$ cat config.mk
export PLATFORM = sky130hd
export DESIGN_NAME = ram_arbiter
export DESIGN_NICKNAME = d
export VERILOG_FILES = /design/src/rtl/ram_arb_pkg.sv /design/src/rtl/ram_store_merge.sv /design/src/rtl/ram_arbiter.sv
export SDC_FILE = /design/constraint.sdc
export NUM_CORES = 1
export LEC_CHECK = 0
export ABC_AREA = 1
export ABC_CLOCK_PERIOD_IN_PS = 3300
export BUFFER_PORTS_ARGS = -buffer_cell sky130_fd_sc_hd__buf_4
export CAP_MARGIN = 40
export CORE_MARGIN = 1.5
export CORE_UTILIZATION = 39
export CTS_CLUSTER_DIAMETER = 30
export DETAILED_ROUTE_END_ITERATION = 12
export PLACE_DENSITY = 0.67
export SETUP_SLACK_MARGIN = 0.4
export SKIP_LAST_GASP = 1
export SLEW_MARGIN = 20
export SYNTH_ARGS = -nofsm -noshare
export SYNTH_HDL_FRONTEND = slang
export SYNTH_SLANG_ARGS = --single-unit
$ cat constraint.sdc
create_clock -name clk_100MHz -period 3.3 [get_ports clk_100MHz]
set_input_delay 0.66 -clock clk_100MHz [delete_from_list [all_inputs] [get_ports clk_100MHz]]
set_output_delay 0.66 -clock clk_100MHz [all_outputs]
set_load 0.02 [all_outputs]
$ cat src/rtl/ram_arb_pkg.sv
// ram_arb_pkg: shared encodings and defaults for the RAM arbiter and store path
package ram_arb_pkg;
  localparam logic [1:0] SZ_BYTE = 2'b00;
  localparam logic [1:0] SZ_HALF = 2'b01;
  localparam logic [1:0] SZ_WORD = 2'b10;
  localparam int ADDR_DEPTH_DEF = 4096;
  typedef enum logic {IDLE, RMW_WR} state_t;
endpackage

$ cat src/rtl/ram_store_merge.sv
// ram_store_merge: overlays right-aligned store data onto an old word at its little-endian lane
module ram_store_merge
  import ram_arb_pkg::*;
(
  input  logic [31:0] old_word,
  input  logic [31:0] wdata,
  input  logic [1:0]  lane,
  input  logic [1:0]  size,
  output logic [31:0] merged
);
  // byte lanes select by addr[1:0], half lanes by addr[1]; anything else is a whole word
  always_comb begin
    merged = old_word;
    if (size == SZ_BYTE) merged[{lane, 3'b000} +: 8] = wdata[7:0];
    else if (size == SZ_HALF) merged[{lane[1], 4'b0000} +: 16] = wdata[15:0];
    else merged = wdata;
  end
endmodule

$ cat src/rtl/ram_arbiter.sv
// ram_arbiter: shares one RAM between instruction fetch and load/store, with RMW sub-word stores
module ram_arbiter
  import ram_arb_pkg::*;
#(
  parameter int ADDR_WIDTH = 32,
  parameter int DATA_WIDTH = 32,
  parameter int ADDR_DEPTH = ADDR_DEPTH_DEF,
  parameter int STARVE_MAX = 4
) (
  input  logic                  clk_100MHz,
  input  logic                  arst_n,
  input  logic                  if_req_i,
  input  logic [ADDR_WIDTH-1:0] if_addr_i,
  output logic                  if_gnt_o,
  output logic                  if_rvalid_o,
  output logic [DATA_WIDTH-1:0] if_rdata_o,
  input  logic                  ls_req_i,
  input  logic                  ls_we_i,
  input  logic [1:0]            ls_size_i,
  input  logic [ADDR_WIDTH-1:0] ls_addr_i,
  input  logic [DATA_WIDTH-1:0] ls_wdata_i,
  output logic                  ls_gnt_o,
  output logic                  ls_rvalid_o,
  output logic [DATA_WIDTH-1:0] ls_rdata_o,
  output logic                  ls_err_o,
  output logic                  ram_rena_o,
  output logic [ADDR_WIDTH-1:0] ram_raddr_o,
  input  logic [DATA_WIDTH-1:0] ram_rdata_i,
  output logic                  ram_wena_o,
  output logic [ADDR_WIDTH-1:0] ram_waddr_o,
  output logic [DATA_WIDTH-1:0] ram_wdata_o
);
  localparam int CW = $clog2(STARVE_MAX + 1);
  state_t                state;
  logic [CW-1:0]         starve_cnt;
  logic [ADDR_WIDTH-1:0] rmw_addr;
  logic [DATA_WIDTH-1:0] rmw_data, merged;
  logic idle, rmw, if_pri, ls_bad, ls_ok, ls_load, ls_wst, ls_sst;
  ram_store_merge u_merge (
    .old_word(ram_rdata_i),
    .wdata(ls_wdata_i),
    .lane(ls_addr_i[1:0]),
    .size(ls_size_i),
    .merged(merged)
  );
  // grant and RAM control are combinational in the request cycle and held low during reset
  always_comb begin
    idle        = arst_n && state == IDLE;
    rmw         = arst_n && state == RMW_WR;
    if_pri      = starve_cnt == CW'(STARVE_MAX);
    ls_bad      = ls_size_i == 2'b11 || (ls_size_i == SZ_HALF && ls_addr_i[0]) ||
                  (ls_size_i == SZ_WORD && ls_addr_i[1:0] != 2'b00) ||
                  ls_addr_i[ADDR_WIDTH-1:2] >= (ADDR_WIDTH-2)'(ADDR_DEPTH);
    if_gnt_o    = idle && if_req_i && (!ls_req_i || if_pri);
    ls_gnt_o    = idle && ls_req_i && !(if_req_i && if_pri);
    ls_ok       = ls_gnt_o && !ls_bad;
    ls_load     = ls_ok && !ls_we_i;
    ls_wst      = ls_ok && ls_we_i && ls_size_i == SZ_WORD;
    ls_sst      = ls_ok && ls_we_i && ls_size_i != SZ_WORD;
    ram_rena_o  = if_gnt_o || ls_load || ls_sst;
    ram_raddr_o = if_gnt_o ? if_addr_i : (ls_load || ls_sst) ? ls_addr_i : '0;
    ram_wena_o  = ls_wst || rmw;
    ram_waddr_o = rmw ? rmw_addr : ls_wst ? ls_addr_i : '0;
    ram_wdata_o = rmw ? rmw_data : ls_wst ? ls_wdata_i : '0;
  end
  // FSM, starvation counter, RMW holding registers and one-cycle response pulses
  always_ff @(posedge clk_100MHz or negedge arst_n) begin
    if (!arst_n) begin
      state       <= IDLE;
      starve_cnt  <= '0;
      rmw_addr    <= '0;
      rmw_data    <= '0;
      if_rvalid_o <= 1'b0;
      if_rdata_o  <= '0;
      ls_rvalid_o <= 1'b0;
      ls_err_o    <= 1'b0;
      ls_rdata_o  <= '0;
    end else begin
      state       <= ls_sst ? RMW_WR : IDLE;
      starve_cnt  <= (!if_req_i || if_gnt_o) ? '0 : if_pri ? starve_cnt : starve_cnt + 1'b1;
      if (ls_sst) begin
        rmw_addr <= ls_addr_i;
        rmw_data <= merged;
      end
      if_rvalid_o <= if_gnt_o;
      if (if_gnt_o) if_rdata_o <= ram_rdata_i;
      ls_rvalid_o <= (ls_gnt_o && !ls_sst) || rmw;
      ls_err_o    <= ls_gnt_o && ls_bad;
      ls_rdata_o  <= ls_load ? ram_rdata_i : '0;
    end
  end
endmodule
==> flow_summary.yaml, run 1 <==
run_status:
  status: "completed"
timing:
  relSlewSlack_pct: 49.91
  worst_slack_ns: 0.4560
  worstMarginPinSlew_ns: 0.7513
  fmax_mhz: 351.6
  finalHoldViolCount: 0
  rsz0062_at_grt: "yes"
  fin_crit_ns: 2.844
  fin_skew_ns: 0.007037
  period_share_pct: 86.18
  drv_slew: 0
  hold_ws_ns: 0.06692
  setup_tns_ns: 0
  setup_viol: 0
clock_tree:
  clock-sinks: 135
  cts_buffers: 17
  clk_pin_slew_ns: 0.06
  clock_latency_ns: 0.42
  cts_tree: "built"
  root_buffer: "clkbuf_16"
  cts_max_path_buffers: 2
  ctsHoldBuffers: 0
  htree_num_levels: 4
yosys:
  yosysSeqAreaShare_pct: 45.02
  synth.net_count: 1211
  syn_inst: 1069
  ys_ff_latch: 135
  yosys_warnings: 0
  netlist_area_mm2: 0.007505
  netlist-cell-type-count: 26
  synth_area_per_cell_um2: 7.020
place:
  dp.cells: 1554
  placed_area_mm2: 0.009947
  dpl.hpwl_um: 19570
  portBuffers: 301
  gp_congestion: 0.9065
  dpl_worst_slack_ns: 0.2785
final_layout:
  final_cell_area_mm2: 0.01117
  fin_cells: 1603
  final_cell_mix: "nand2_1 (316), buf_4 (293), dfrtp_1 (135)"
  nFillCells: 1772
  nets: 1498
  area_delta_synth_final_pct: 48.87
  antenna_cells: 0
  post-route-util_pct: 59.53
  final_common_cell: "nand2_1"
  drive_gt1_share_pct: 33.02
job:
  max-cap-violations: 0
route:
  viasPerCell: 5.177
  postRouteAntennaNets: 0
  wirelength_met1_um: 11790
  drc: 0
  top_layer_used: "met4"
  wl_met3_um: 2154
  drt_first_pass_iters: 6
  route.vias.total: 8299
  drtIter0Drc: 534
  wl_met2_um: 12980
  wl_per_cell_um: 17.55
  routed_wl_um: 28140
setup_path:
  crit_required_ns: 2.64
  cp_slowest_stage_delay_ns: 0.18
  crit_buf_inv: 5
  reg2reg_depth: 11
  crit_fanout: 8
  crit_chain: "buf_4 > inv_2 > ha_4 > nor2_1 > nor2_1 > nand4_1 > nor2_4 > buf_6 > clkbuf_16 > nand3_2 > nand2_2 > buf_6"
  arrival_ns: 2.18
  crit_family: "buffers and inverters"
  startpoint_type: "input port"
  path_class: "in -> out"
  slowest_stage: "clkbuf_16"
  r2r_setup_slack_ns: 1.07
  cp.depth: 12
  setup.worst_path.end_class: "output pin"
global_routing:
  grt_max_degree: 124
  grt_pass1_vias: 7806
  track_usage_pct: 27.89
  antenna_found_initial: 0
  grt_pass1_wl_um: 43150
  grt_overflow: 0
pwr:
  power_leakage_nw: 6.197
  ir_drop_uv: 323.9
  power_density_mw_per_mm2: 395.4
  p_total_mw: 4.418
die:
  start_util_pct: 39.99
  die_x_um: 141.7
  num_rows: 50
  die_height_um: 141.7
  core_mm2: 0.01877
  io_pins: 302
  die-area_mm2: 0.02008
worst_hold_path:
  holdCritPathClass: "in -> async"
[report_power, final]
| part | switching (mW) | internal (mW) |
|---|---|---|
| clock network | 0.812 | 0.995 |
| logic | 0.497 | 0.330 |
| registers | 0.0492 | 1.73 |
| total | 1.36 | 3.06 |
[cell usage after synthesis (all sizes together)]
library cell  number  share of area, %
a211oi             1              0.10
a21oi             26               1.7
a22oi              1              0.10
buf               34               2.7
clkbuf            35               1.8
dfrtp            135                45
ha                 7               1.2
inv              122               6.1
nand2            354                18
nand3            120               8.0
nand4              5              0.50
nor2              99               5.2
nor3               8              0.53
o2111ai           14               1.6
o211ai             8              0.80
o21ai             85               5.7
o22ai             14               1.2
xnor2              1              0.12
[state kept, by name (all words and copies together), names as in the netlist, 3 cells and up]
register / flops
ls_rdata_o: 32
starve_cnt: 3
if_rdata_o: 32
rmw_addr: 32
rmw_data: 32
[final cells by class]
class | instances | area (um2) | share of cell area, %
Multi-Input combinational cell | 743 | 3652 | 32.69
Sequential cell | 135 | 3378 | 30.24
Timing Repair Buffer | 337 | 2823 | 25.27
Clock buffer | 17 | 425.4 | 3.808
Clock inverter | 15 | 138.9 | 1.243
Inverter | 122 | 461.7 | 4.133
Tap cell | 234 | 292.8 | 2.621
[routing by layer]
layer  up-vias  GRT usage (%)
li1       3972              -
met1      3850          36.67
met2       405          45.21
met3        72          5.670
met4         0          10.91
met5         -              0
[worst reg2reg max path, stage by stage, from the launching register on]
cell and delay, ns:
dfrtp_1 0.40, inv_2 0.09, ha_4 0.15, nand2_4 0.07
nor2_4 0.12, nor2_4 0.04, buf_4 0.12, buf_4 0.20
nand4_4 0.13, buf_4 0.62, nand2_1 0.13, nand2_1 0.11
[worst paths after layout]
path,startpoint,end
worst max-delay path,ls_addr_i[0],ram_wdata_o[30]
worst min-delay path,arst_n,starve_cnt[2]
worst max register to register,starve_cnt[1],rmw_addr[1]
worst min register to register,rmw_addr[20],rmw_addr[20]
max in group asynchronous,arst_n,rmw_data[28]
min in group clk_100MHz,rmw_addr[20],rmw_addr[20]
[repair_timing]
item,in CTS,in global routing
cloned,3,2
pin swaps,6,32
resized for setup,19,89
endpoints found under the setup margin,72,65
buffers inserted,10,2
[cells by family after synthesis]
family / synth area share (%)
AOI/OAI and AO/OA: 11.20
DFF: 45.02
adders and majority gates: 1.167
and+or+nand+nor: 31.96
buffers and inverters: 10.54
xor gates and xnor gates: 0.1167
Power figures use the tool's default switching activity.
==> run 2, diff against run 1 <==
Settings changed: ABC_AREA 1 to default, PLACE_DENSITY 0.67 to 0.8.
==> run 2 against run 1 <==
Highest routed layer unchanged; total power decreased by 1.9%; first-iteration DRC count down 45%; largest power group is now registers; hold slack better by 0.16 ns; critical path type unchanged.
==> flow_summary.yaml, run 2 <==
run_status:
  status: "completed"
final_layout:
  final_cell_area_mm2: 0.01086
  final_common_cell: "buf_4"
  final_cell_mix: "buf_4 (265), dfrtp_1 (135), buf_6 (64)"
  nFillCells: 1290
  multi_input_area_mm2: 0.003528
  drive_gt1_share_pct: 52.15
  area_delta_synth_final_pct: 60.46
  post-route-util_pct: 64.81
  antenna_cells: 0
  nets: 1034
  regArea_mm2: 0.003378
setup_path:
  crit_required_ns: 2.64
  crit_fanout: 8
  setup.worst_path.end_class: "output pin"
  path_class: "in -> out"
  startpoint_type: "input port"
  arrival_ns: 2.26
route:
  drt_first_pass_iters: 6
  postRouteAntennaNets: 0
  drc: 0
  drtIter0Drc: 295
  routed_wl_um: 23640
  route.vias.total: 6058
  viasPerCell: 5.385
  wl_per_cell_um: 21.01
place:
  gp_congestion: 0.8107
  placed_area_mm2: 0.009681
  portBuffers: 301
  dpl.hpwl_um: 16740
pwr:
  seq_power_share_pct: 41.2
  clkPwrFrac_pct: 40.7
  ir_drop_uv: 337.6
  power_leakage_nw: 5.592
  comb_power_share_pct: 18.1
  sw_frac_of_total_pct: 27.83
  p_int_mw: 3.129
  power_density_mw_per_mm2: 399.2
  p_sw_mw: 1.207
global_routing:
  grt_overflow: 0
  track_usage_pct: 25.42
  grt_max_degree: 71
  grt_pass1_wl_um: 34750
  grt_pass1_vias: 6224
  antenna_found_initial: 0
die:
  die_x_um: 134.7
  start_util_pct: 40.39
  die-area_mm2: 0.01816
  die_height_um: 134.7
  core_mm2: 0.01676
  num_rows: 47
  io_pins: 302
timing:
  finalHoldViolCount: 0
  period_share_pct: 88.60
  setup_tns_ns: 0
  fmax_mhz: 342.0
  fin_crit_ns: 2.924
  fin_skew_ns: 0.008959
  rsz0062_at_grt: "yes"
  setup_viol: 0
  worstMarginPinSlew_ns: 0.7167
  relSlewSlack_pct: 51.90
  drv_slew: 0
yosys:
  netlist-cell-type-count: 37
  netlist_area_mm2: 0.006769
  synth_edf_count: 0
  syn_inst: 569
  yosysMostFrequentCell: "dfrtp_1"
  ys_ff_latch: 135
  synth_top_area_cell: "dfrtp_1"
  yosysTopAreaCellShare_pct: 49.91
  yosysSeqAreaShare_pct: 49.91
  yosys-top-cells-count: "dfrtp_1 (135), a22o_1 (68), and2_1 (51), nor2b_1 (37), mux2_2 (36)"
  synth.area.top_cells: "dfrtp_1 (50%), a22o_1 (8.8%), mux2_2 (6.0%)"
  ys.flop_type: "dfrtp_1"
  async_flop_share_pct: 100.0
  synth_area_per_cell_um2: 11.90
  yosys_warnings: 0
  synth.net_count: 711
clock_tree:
  cts_tree: "built"
  cts_max_path_buffers: 2
  cts_buffers: 17
  clk_pin_slew_ns: 0.06
  clock-sinks: 135
  root_buffer: "clkbuf_16"
  clock_latency_ns: 0.41
  htree_num_levels: 4
worst_hold_path:
  holdCritPathClass: "in -> async"
job:
  max-cap-violations: 0
-- run 2: worst max-delay path, cell delays in order --
cell and delay (ns):
buf_4 0.12, nor4_4 0.33, o2111ai_4 0.20, buf_6 0.17, nor4b_4 0.30, buf_6 0.20
a22o_1 0.16, buf_6 0.12
-- run 2: area by class of cell --
type,instances,area share [%]
Clock buffer,20,4.205
Clock inverter,12,0.8640
Inverter,15,0.5414
Multi-Input combinational cell,378,32.48
Sequential cell,135,31.10
Tap cell,220,2.534
Timing Repair Buffer,345,28.27
-- run 2: path summary, 6_finish.rpt --
kind	from	to	cells past startpoint	slack [ns]
max	ls_addr_i[31]	ram_raddr_o[3]	8	0.38
min	arst_n	state	2	0.23
max reg2reg	starve_cnt[0]	rmw_data[21]	9	1.01
min reg2reg	rmw_addr[0]	rmw_addr[0]	1	0.49
max in group asynchronous	arst_n	rmw_data[23]	4	1.83
min in group clk_100MHz	ram_rdata_i[4]	ls_rdata_o[4]	2	0.48
-- run 2: what timing repair did --
| item | in CTS | in global routing |
|---|---|---|
| setup endpoints to repair | 62 | 80 |
| pin swaps | 10 | 15 |
| buffers inserted | 7 | 4 |
| hold buffers | 0 | 0 |
| cloned | 4 | 2 |
| gates resized for setup | 38 | 57 |
-- run 2: cells by family after synthesis --
| kind of cell | Yosys count | share of synthesized area (%) |
|---|---|---|
| fa+ha+maj | 7 | 1.294 |
| compound gates | 118 | 14.49 |
| mux | 94 | 15.19 |
| simple gates | 159 | 15.05 |
| buf+inv | 56 | 4.066 |
| flops | 135 | 49.91 |
-- run 2: power by group through the flow --
| stage | Clock [mW] | Combinational, mW | Sequential [mW] |
|---|---|---|---|
| 4_1_cts | 1.80 | 0.775 | 1.79 |
| 5_1_grt | 1.87 | 0.841 | 1.80 |
| 2_1_floorplan | 0 | 0.224 | 1.91 |
| 3_3_place_gp | 0 | 0.747 | 1.81 |
| 3_5_place_dp | 0 | 0.765 | 1.81 |
| 6_report | 1.76 | 0.786 | 1.79 |
-- run 2: stage by stage --
stage               setup WS (ns)  hold slack [ns]  power (mW)  cells
CTS                        0.2947           0.2688       4.362   1119
detailed placement         0.2118           0.4748       2.579   1076
global placement           0.2809           0.4682       2.558   1074
finish                     0.3762           0.2268       4.336   1125
global route               0.2591           0.2287       4.509   1125
floorplan                  0.3306           0.3644       2.137    569
-- run 2: per-layer routing --
metal | share of wire, % | up-vias | global-route usage, %
met5 | 0 | - | 0
met1 | 39 | 2991 | 29.75
met2 | 51 | 287 | 45.16
li1 | - | 2737 | -
met3 | 7.8 | 43 | 6.119
met4 | 2.9 | 0 | 9.558
